File: src/rtl/seg7_scan.sv
// ---------------------------------------------------------------------------
// seg7_scan
//
// Time-multiplexed driver for an 8-digit common-anode 7-segment display.
// A prescaler divides the clock into digit slots of SCAN_DIV cycles. The
// digit select walks 0..7, one step per slot. The first BLANK_CYCLES of each
// slot keep every anode off, so the segment lines settle on the new digit
// before its anode is switched on.
//
// Parameters
//   SCAN_DIV      clock cycles per digit slot (4 .. 2^24)
//   BLANK_CYCLES  dark cycles at the start of each slot (1 .. SCAN_DIV-2)
//
// Ports
//   i_clk        system clock, rising edge
//   i_rst        synchronous active-high reset
//   i_en         scan enable; low freezes the scan and darkens the display
//   i_data       nibble for the digit currently selected by o_cs
//   i_dp_mask    bit i = 1 lights the decimal point of digit i
//   i_digit_en   bit i = 0 keeps digit i dark (its slot time is still used)
//   o_cs         current digit index, 0 = rightmost
//   o_an         active-low anode enables (one-hot-low or all ones)
//   o_seg        active-low segments {dp, g, f, e, d, c, b, a}
// ---------------------------------------------------------------------------
module seg7_scan #(
    parameter int SCAN_DIV     = 100000,
    parameter int BLANK_CYCLES = 16
) (
    input  logic       i_clk,
    input  logic       i_rst,
    input  logic       i_en,
    input  logic [3:0] i_data,
    input  logic [7:0] i_dp_mask,
    input  logic [7:0] i_digit_en,
    output logic [2:0] o_cs,
    output logic [7:0] o_an,
    output logic [7:0] o_seg
);

    localparam int                 CNT_W     = $clog2(SCAN_DIV);
    localparam logic [CNT_W-1:0]   CNT_LAST  = CNT_W'(SCAN_DIV - 1);
    localparam logic [CNT_W-1:0]   CNT_BLANK = CNT_W'(BLANK_CYCLES);

    logic [CNT_W-1:0] r_cnt;
    logic [2:0]       r_cs;
    logic [7:0]       r_an;
    logic [7:0]       r_seg;

    logic             w_last;
    logic             w_blank;
    logic             w_lit;
    logic [7:0]       w_an_sel;
    logic [6:0]       w_dec;

    assign w_last  = (r_cnt == CNT_LAST);
    assign w_blank = (r_cnt < CNT_BLANK);

    // The anode of the current digit is driven only outside the dead-time
    // window, while scanning, and when that digit is enabled.
    assign w_lit = i_en && !w_blank && i_digit_en[r_cs];

    // One-hot-low anode pattern for the selected digit.
    generate
        for (genvar gi = 0; gi < 8; gi++) begin : g_an_sel
            assign w_an_sel[gi] = (r_cs != 3'(gi));
        end
    endgenerate

    // Hex to active-low segments, ordered {g, f, e, d, c, b, a}.
    always_comb begin
        w_dec = 7'h7F;
        case (i_data)
            4'h0: w_dec = 7'h40;
            4'h1: w_dec = 7'h79;
            4'h2: w_dec = 7'h24;
            4'h3: w_dec = 7'h30;
            4'h4: w_dec = 7'h19;
            4'h5: w_dec = 7'h12;
            4'h6: w_dec = 7'h02;
            4'h7: w_dec = 7'h78;
            4'h8: w_dec = 7'h00;
            4'h9: w_dec = 7'h10;
            4'hA: w_dec = 7'h08;
            4'hB: w_dec = 7'h03;
            4'hC: w_dec = 7'h46;
            4'hD: w_dec = 7'h21;
            4'hE: w_dec = 7'h06;
            4'hF: w_dec = 7'h0E;
            default: w_dec = 7'h7F;
        endcase
    end

    always_ff @(posedge i_clk) begin
        if (i_rst) begin
            r_cnt <= '0;
            r_cs  <= 3'd0;
            r_an  <= 8'hFF;
            r_seg <= 8'hFF;
        end else begin
            // Outputs are computed from the pre-edge cnt/cs, so they trail
            // the scan state by one cycle. The segment register keeps
            // tracking the selected digit even while the scan is frozen.
            r_an  <= w_lit ? w_an_sel : 8'hFF;
            r_seg <= {~i_dp_mask[r_cs], w_dec};

            if (i_en) begin
                if (w_last) begin
                    r_cnt <= '0;
                    r_cs  <= r_cs + 3'd1;
                end else begin
                    r_cnt <= r_cnt + CNT_W'(1);
                end
            end
        end
    end

    assign o_cs  = r_cs;
    assign o_an  = r_an;
    assign o_seg = r_seg;

endmodule

File: config.mk
export PLATFORM = sky130hd
export DESIGN_NAME = seg7_scan
export DESIGN_NICKNAME = d
export VERILOG_FILES = /design/src/rtl/seg7_scan.sv
export SDC_FILE = /design/constraint.sdc
export NUM_CORES = 1
export LEC_CHECK = 0
export CAP_MARGIN = 20
export CORE_UTILIZATION = 40
export CTS_CLUSTER_DIAMETER = 80
export CTS_CLUSTER_SIZE = 30
export DETAILED_ROUTE_END_ITERATION = 10
export GPL_TIMING_DRIVEN = 0
export PLACE_DENSITY_LB_ADDON = 0.2
export SYNTH_ARGS = -nofsm -noshare
export SYNTH_HDL_FRONTEND = slang
export SYNTH_SLANG_ARGS = --single-unit
File: constraint.sdc
create_clock -name i_clk -period 2.5 [get_ports i_clk]
set_clock_uncertainty 0.2 [all_clocks]
set_input_delay 0.375 -clock i_clk [delete_from_list [all_inputs] [get_ports i_clk]]
set_output_delay 0.375 -clock i_clk [all_outputs]
set_load 0.02 [all_outputs]
==> results of run 1 <==
==> metrics by stage <==
stage | setup slack [ps] | cell area (sq um)
global placement | 32.62 | 2240
detailed placement | 33.34 | 2240
finish | 239.4 | 2399
global route | 12.95 | 2399
CTS | 228.2 | 2399
floorplan | 432.7 | 1777
==> final timing paths <==
| check | startpoint | endpoint | slack [ps] |
|---|---|---|---|
| worst max-delay path | r_cnt[11]$_SDFFE_PP0P_ | r_cnt[3]$_SDFFE_PP0P_ | 240 |
| worst min-delay path | i_en | r_cnt[1]$_SDFFE_PP0P_ | 340 |
| worst max register to register | r_cnt[11]$_SDFFE_PP0P_ | r_cnt[3]$_SDFFE_PP0P_ | 240 |
| worst min register to register | r_cnt[1]$_SDFFE_PP0P_ | r_cnt[1]$_SDFFE_PP0P_ | 350 |
==> cell type report <==
| class | instances | area [sq um] |
|---|---|---|
| Fill cell | 399 | 1745 |
| Multi-Input combinational cell | 143 | 991.0 |
| Sequential cell | 36 | 720.7 |
| Timing Repair Buffer | 40 | 400.4 |
| Clock inverter | 3 | 90.09 |
| Clock buffer | 5 | 68.82 |
| Tap cell | 50 | 62.56 |
| Buffer | 8 | 35.03 |
| Inverter | 8 | 30.03 |
==> cell usage after synthesis (all sizes together), types with 6 or more instances <==
cell and number:
nor4 8, inv 8, xnor2 10, nand3 7
nor2 22, dfxtp 36, nand2 25, ha 13
nor3 6, a21oi 6, nand4 6
==> cell usage in the layout (no fill, tap or decap), drive strengths merged, types with 2 or more instances in the layout <==
master,Yosys,routed
a21o,2,2
nand3,7,7
nor4,8,8
a211o,2,2
mux4,5,5
nand4,6,6
nor2,22,22
nand2,25,25
inv,8,8
a221o,2,2
nor3,6,6
xnor2,10,10
or2,3,3
mux2i,3,3
clkbuf,5,10
or3,3,3
clkdlybuf4s50,0,40
or4,2,2
ha,13,13
nand2b,2,2
dfxtp,36,36
o21ai,5,5
xor2,4,4
bufinv,0,3
nor2b,2,2
a21oi,6,6
buf,3,3
==> cells by family (layout without fill, tap and decap cells) <==
family	after synthesis	in the layout
and+or+nand+nor	89	89
DFF	36	36
AOI/OAI and AO/OA	19	19
buffers and inverters	16	64
xor gates and xnor gates	14	14
adders and majority gates	13	13
muxes	8	8
==> power breakdown <==
| group | internal (mW) | switching (mW) |
|---|---|---|
| sequential | 0.587 | 0.00563 |
| clock | 0.499 | 0.202 |
| combinational | 0.0752 | 0.0585 |
==> sequential cells by signal (all words and copies together), names as in the netlist <==
name / count
o_seg: 8
o_cs: 3
r_cnt: 17
o_an: 8
==> worst max-delay path, delay by kind of cell, from the launching register on <==
| kind | cells | cell delay, ps |
|---|---|---|
| simple gates | 3 | 1060 |
| compound gates | 1 | 180 |
| buf+inv | 2 | 370 |
| flops | 1 | 340 |
==> routing by layer <==
layer | global-route usage | wire length, um
met1 | 0.2024 | 1622
met2 | 0.2855 | 1582
met3 | 0.05592 | 306
met4 | 0.08854 | 65
met5 | 0 | 0
==> results.yml, run 1 <==
floorplanning:
  fp.dieH_um: 68.65
  ios: 42
  core-area_sq_mm: 0.004144
  start_util: 0.4287
  die-area_sq_mm: 0.004712
  num_rows: 23
  dieWidth_um: 68.65
sta:
  max_freq_mhz: 442.4
  rsz0062_at_grt: "no"
  post-route-min-period_ps: 2261
  hold_viol: 0
  final_max_slew_viol_count: 0
  whs_ps: 336.4
  max_slew_margin: 0.7000
  min_period_over_period: 0.9042
  worst_pin_slew_ps: 445.9
  setup_tns_ps: 0
  setup_viol: 0
synth:
  ys_warn_count: 0
  synthXorXnorAreaFrac: 0.06901
  synth_compound_area_frac: 0.06831
  ys_seq_elements: 36
  syn_nets: 231
  yosysTopAreaCell: "dfxtp_1"
  netlist_instances: 195
  synth_top_family_by_area: "simple AND/OR/NAND/NOR gates"
  synthAdderAreaFrac: 0.09155
  ys_seq_area_frac: 0.4056
  syn_avg_cell_area_sq_um: 9.111
  yosysTopAreaCellShare: 0.4056
  synthMuxAreaShare: 0.08028
  synthSimpleGateAreaFrac: 0.2486
  synth_area_sq_mm: 0.001777
  synthArstFlopShare: 0
  synth_edf_count: 0
  synth.area.top_cells: "dfxtp_1 (41%), ha_1 (9.2%), mux4_2 (6.3%)"
  yosysUniqueCellTypes: 32
  ys.flop_type: "dfxtp_1"
clocking:
  cts_tree: "done"
  post_cts_resized: 0
  cts_sinks: 36
  clk_pin_slew_ps: 70
  hold_buffers: 0
  clockBufferDepth: 2
  post_cts_buffers: 0
  insertion_delay_ps: 290
  cts-buffers-inserted: 5
  cts-htree-levels: 2
  cts-root-buf: "clkbuf_8"
final_layout:
  drive_gt1_frac: 0.08642
  diodes: 0
  syn2layout_area_growth_pct: 35.00
  utilization: 0.5788
  instances_no_fill: 293
  fin_nets: 278
routing:
  route.detailed.drc: 0
  wl_per_cell_um: 12.21
  drt_iter0_markers: 75
  dr_total_vias: 1495
  ant_nets: 0
  dr.pass1.iters: 4
  totalWireLength_um: 3577
  viasPerCell: 5.102
worst_setup_path:
  slowest_stage: "or4_4"
  startpoint_type: "flip-flop"
  crit_path_end_kind: "flip-flop"
  worst_r2r_path_depth: 6
  max_stage_delay_ps: 550
  crit_fanout: 10
  required_ps: 2480
  path_cells: "or4_4 > nor4_1 > a21o_1 > buf_2 > buf_4 > nor2_1"
  arrival_ps: 2240
  criticalPathCategory: "reg2reg"
power:
  power_density_mw_per_mm2: 594.9
  report.power.total_mw: 1.427
  p_leak_nw: 0.8980
  ir_drop_v: 0.0004993
grt:
  grt_max_degree: 13
  antenna_found_initial: 0
  grt_pass1_vias: 1364
  grtUsageTotal: 0.1742
  overflow: 0
  grt_pass1_wl_um: 5989
placement:
  placed_cells: 285
  globalplace.congestion: 0.8537
  dp_hpwl_um: 2735
  io_buffers: 40
flow_run:
  max_cap_violations: 0
outcome:
  status: "finished clean"
hold_path:
  hp-class: "in2reg"
  worstHoldPathCells: 3
Note: power is estimated with default switching activity, not from simulation.
==> inputs of run 2 (changes only) <==
Settings changed: CTS_CLUSTER_SIZE 30 to default, PLACE_DENSITY from default to 0.7, PLACE_DENSITY_LB_ADDON 0.2 to default.
==> run 2 against run 1 <==
  * Flip-flop and latch count unchanged
  * Register-to-register slack about the same
  * Setup slack got worse by 14 ps
  * Non-clock buffer count unchanged
  * Maximum frequency decreased by 0.62%
  * Total power decreased by 19%
  * Final cell count unchanged
  * Cell area decreased by 2.8%
  * Sequential power about the same
==> results.yml, run 2 (synthesized netlist as in run 1, its figures left out) <==
worst_setup_path:
  max_stage_delay_ps: 560
  startpoint_type: "flip-flop"
  criticalPathCategory: "reg2reg"
  timing.rr.start: "r_cnt[11]$_SDFFE_PP0P_"
  crit_path_end_kind: "flip-flop"
  crit_fanout: 10
  path_cells: "or4_4 > nor4_1 > a21o_1 > buf_2 > buf_4 > nor2_1"
  worst_r2r_path_depth: 6
  rrSetupSlack_ps: 230
  slowest_stage: "or4_4"
  r2r-end: "r_cnt[15]$_SDFFE_PP0P_"
  required_ps: 2480
  arrival_ps: 2260
floorplanning:
  core-area_sq_mm: 0.004144
  start_util: 0.4287
  die-area_sq_mm: 0.004712
  ios: 42
  num_rows: 23
  fp.dieH_um: 68.65
  dieWidth_um: 68.65
final_layout:
  fin_nets: 278
  syn2layout_area_growth_pct: 31.27
  drive_gt1_frac: 0.08642
  diodes: 0
  layout_commonest_cell: "clkdlybuf4s50_1"
  instances_no_fill: 293
  final_cell_mix: "clkdlybuf4s50_1 (40), dfxtp_1 (36), nand2_1 (25)"
  utilization: 0.5628
  largest_register: "r_cnt"
  largest_reg_flops: 17
grt:
  antenna_found_initial: 0
  overflow: 0
  grt_pass1_wl_um: 6244
  grt_pass1_vias: 1421
  grt_max_degree: 12
  grtUsageTotal: 0.1801
power:
  p_seq_frac: 0.515
  ir_drop_v: 0.0003558
  p_leak_nw: 0.8706
  power_frac_comb: 0.116
  p_int_mw: 0.8816
  pwr-share-clk: 0.369
  sw_frac_of_total: 0.2331
  report.power.total_mw: 1.149
  power_density_mw_per_mm2: 492.9
  p_sw_mw: 0.2679
routing:
  route.detailed.drc: 0
  dr_total_vias: 1466
  viasPerCell: 5.003
  ant_nets: 0
  dr.pass1.iters: 4
  wl_per_cell_um: 12.14
  totalWireLength_um: 3557
  drt_iter0_markers: 55
clocking:
  insertion_delay_ps: 290
  cts_sinks: 36
  post_cts_buffers: 0
  cts-htree-levels: 2
  cts-buffers-inserted: 5
  cts-root-buf: "clkbuf_8"
  cts_tree: "done"
  clockBufferDepth: 2
  clk_pin_slew_ps: 70
  hold_buffers: 0
  post_cts_resized: 0
sta:
  whs_ps: 317.7
  setup_viol: 0
  max_slew_margin: 0.7020
  post-route-min-period_ps: 2275
  final_max_slew_viol_count: 0
  rsz0062_at_grt: "no"
  min_period_over_period: 0.9099
  hold_viol: 0
  worst_pin_slew_ps: 442.8
  max_freq_mhz: 439.6
  setup_tns_ps: 0
outcome:
  status: "finished clean"
hold_path:
  hp-class: "in2reg"
  worstHoldPathCells: 3
  min_to: "r_cnt[1]$_SDFFE_PP0P_"
  hp-start: "i_en"
placement:
  dp_hpwl_um: 2671
  io_buffers: 40
  placed_cells: 285
  globalplace.congestion: 0.8399
flow_run:
  max_cap_violations: 0
## run 2: critical path: cells and delay by family, from the launching register on
family / cells / cell delay (ps)
flops: 1 / 340
compound gates: 1 / 180
simple gates: 3 / 1060
buf+inv: 2 / 390
## run 2: how the worst max path moves through the flow
stage | from | cells after the start | endpoint
6_report | r_cnt[11]$_SDFFE_PP0P_ | 6 | r_cnt[15]$_SDFFE_PP0P_
5_1_grt | r_cnt[0]$_SDFFE_PP0P_ | 7 | r_cnt[15]$_SDFFE_PP0P_
4_1_cts | r_cnt[11]$_SDFFE_PP0P_ | 6 | r_cnt[15]$_SDFFE_PP0P_
3_5_place_dp | i_data[0] | 6 | o_seg[3]$_SDFF_PP1_
3_3_place_gp | i_data[0] | 6 | o_seg[3]$_SDFF_PP1_
2_1_floorplan | r_cnt[11]$_SDFFE_PP0P_ | 6 | r_cnt[16]$_SDFFE_PP0P_
## run 2: power groups by stage
stage               sequential (mW)  combinational, mW  clock [mW]
floorplan                     0.618             0.0537           0
global placement              0.605              0.132           0
detailed placement            0.605              0.134           0
CTS                           0.592              0.134       0.436
global route                  0.593              0.144       0.463
finish                        0.592              0.133       0.424
## run 2: per-stage QoR
step           cell area (sq um)  setup WS (ps)
6_report                    2332          225.2
3_5_place_dp                2240          48.49
2_1_floorplan               1777          432.7
3_3_place_gp                2240          71.00
4_1_cts                     2332          240.2
5_1_grt                     2332          56.62
## run 2: metal layers
layer	wire, um	part of all wire	GRT usage
met1	1767	0.50	0.2203
met2	1591	0.45	0.2929
met3	132	0.037	0.04934
met4	66	0.019	0.08073
met5	0	0	0
## run 2: cell type report
class	instances	area, sq um
inverter	8	30.03
timing repair buffer	40	400.4
buffer	8	35.03
sequential	36	720.7
clock inverter	2	10.01
fill	401	1812
clock buffer	6	82.58
tap	50	62.56
multi-input combinational	143	991.0
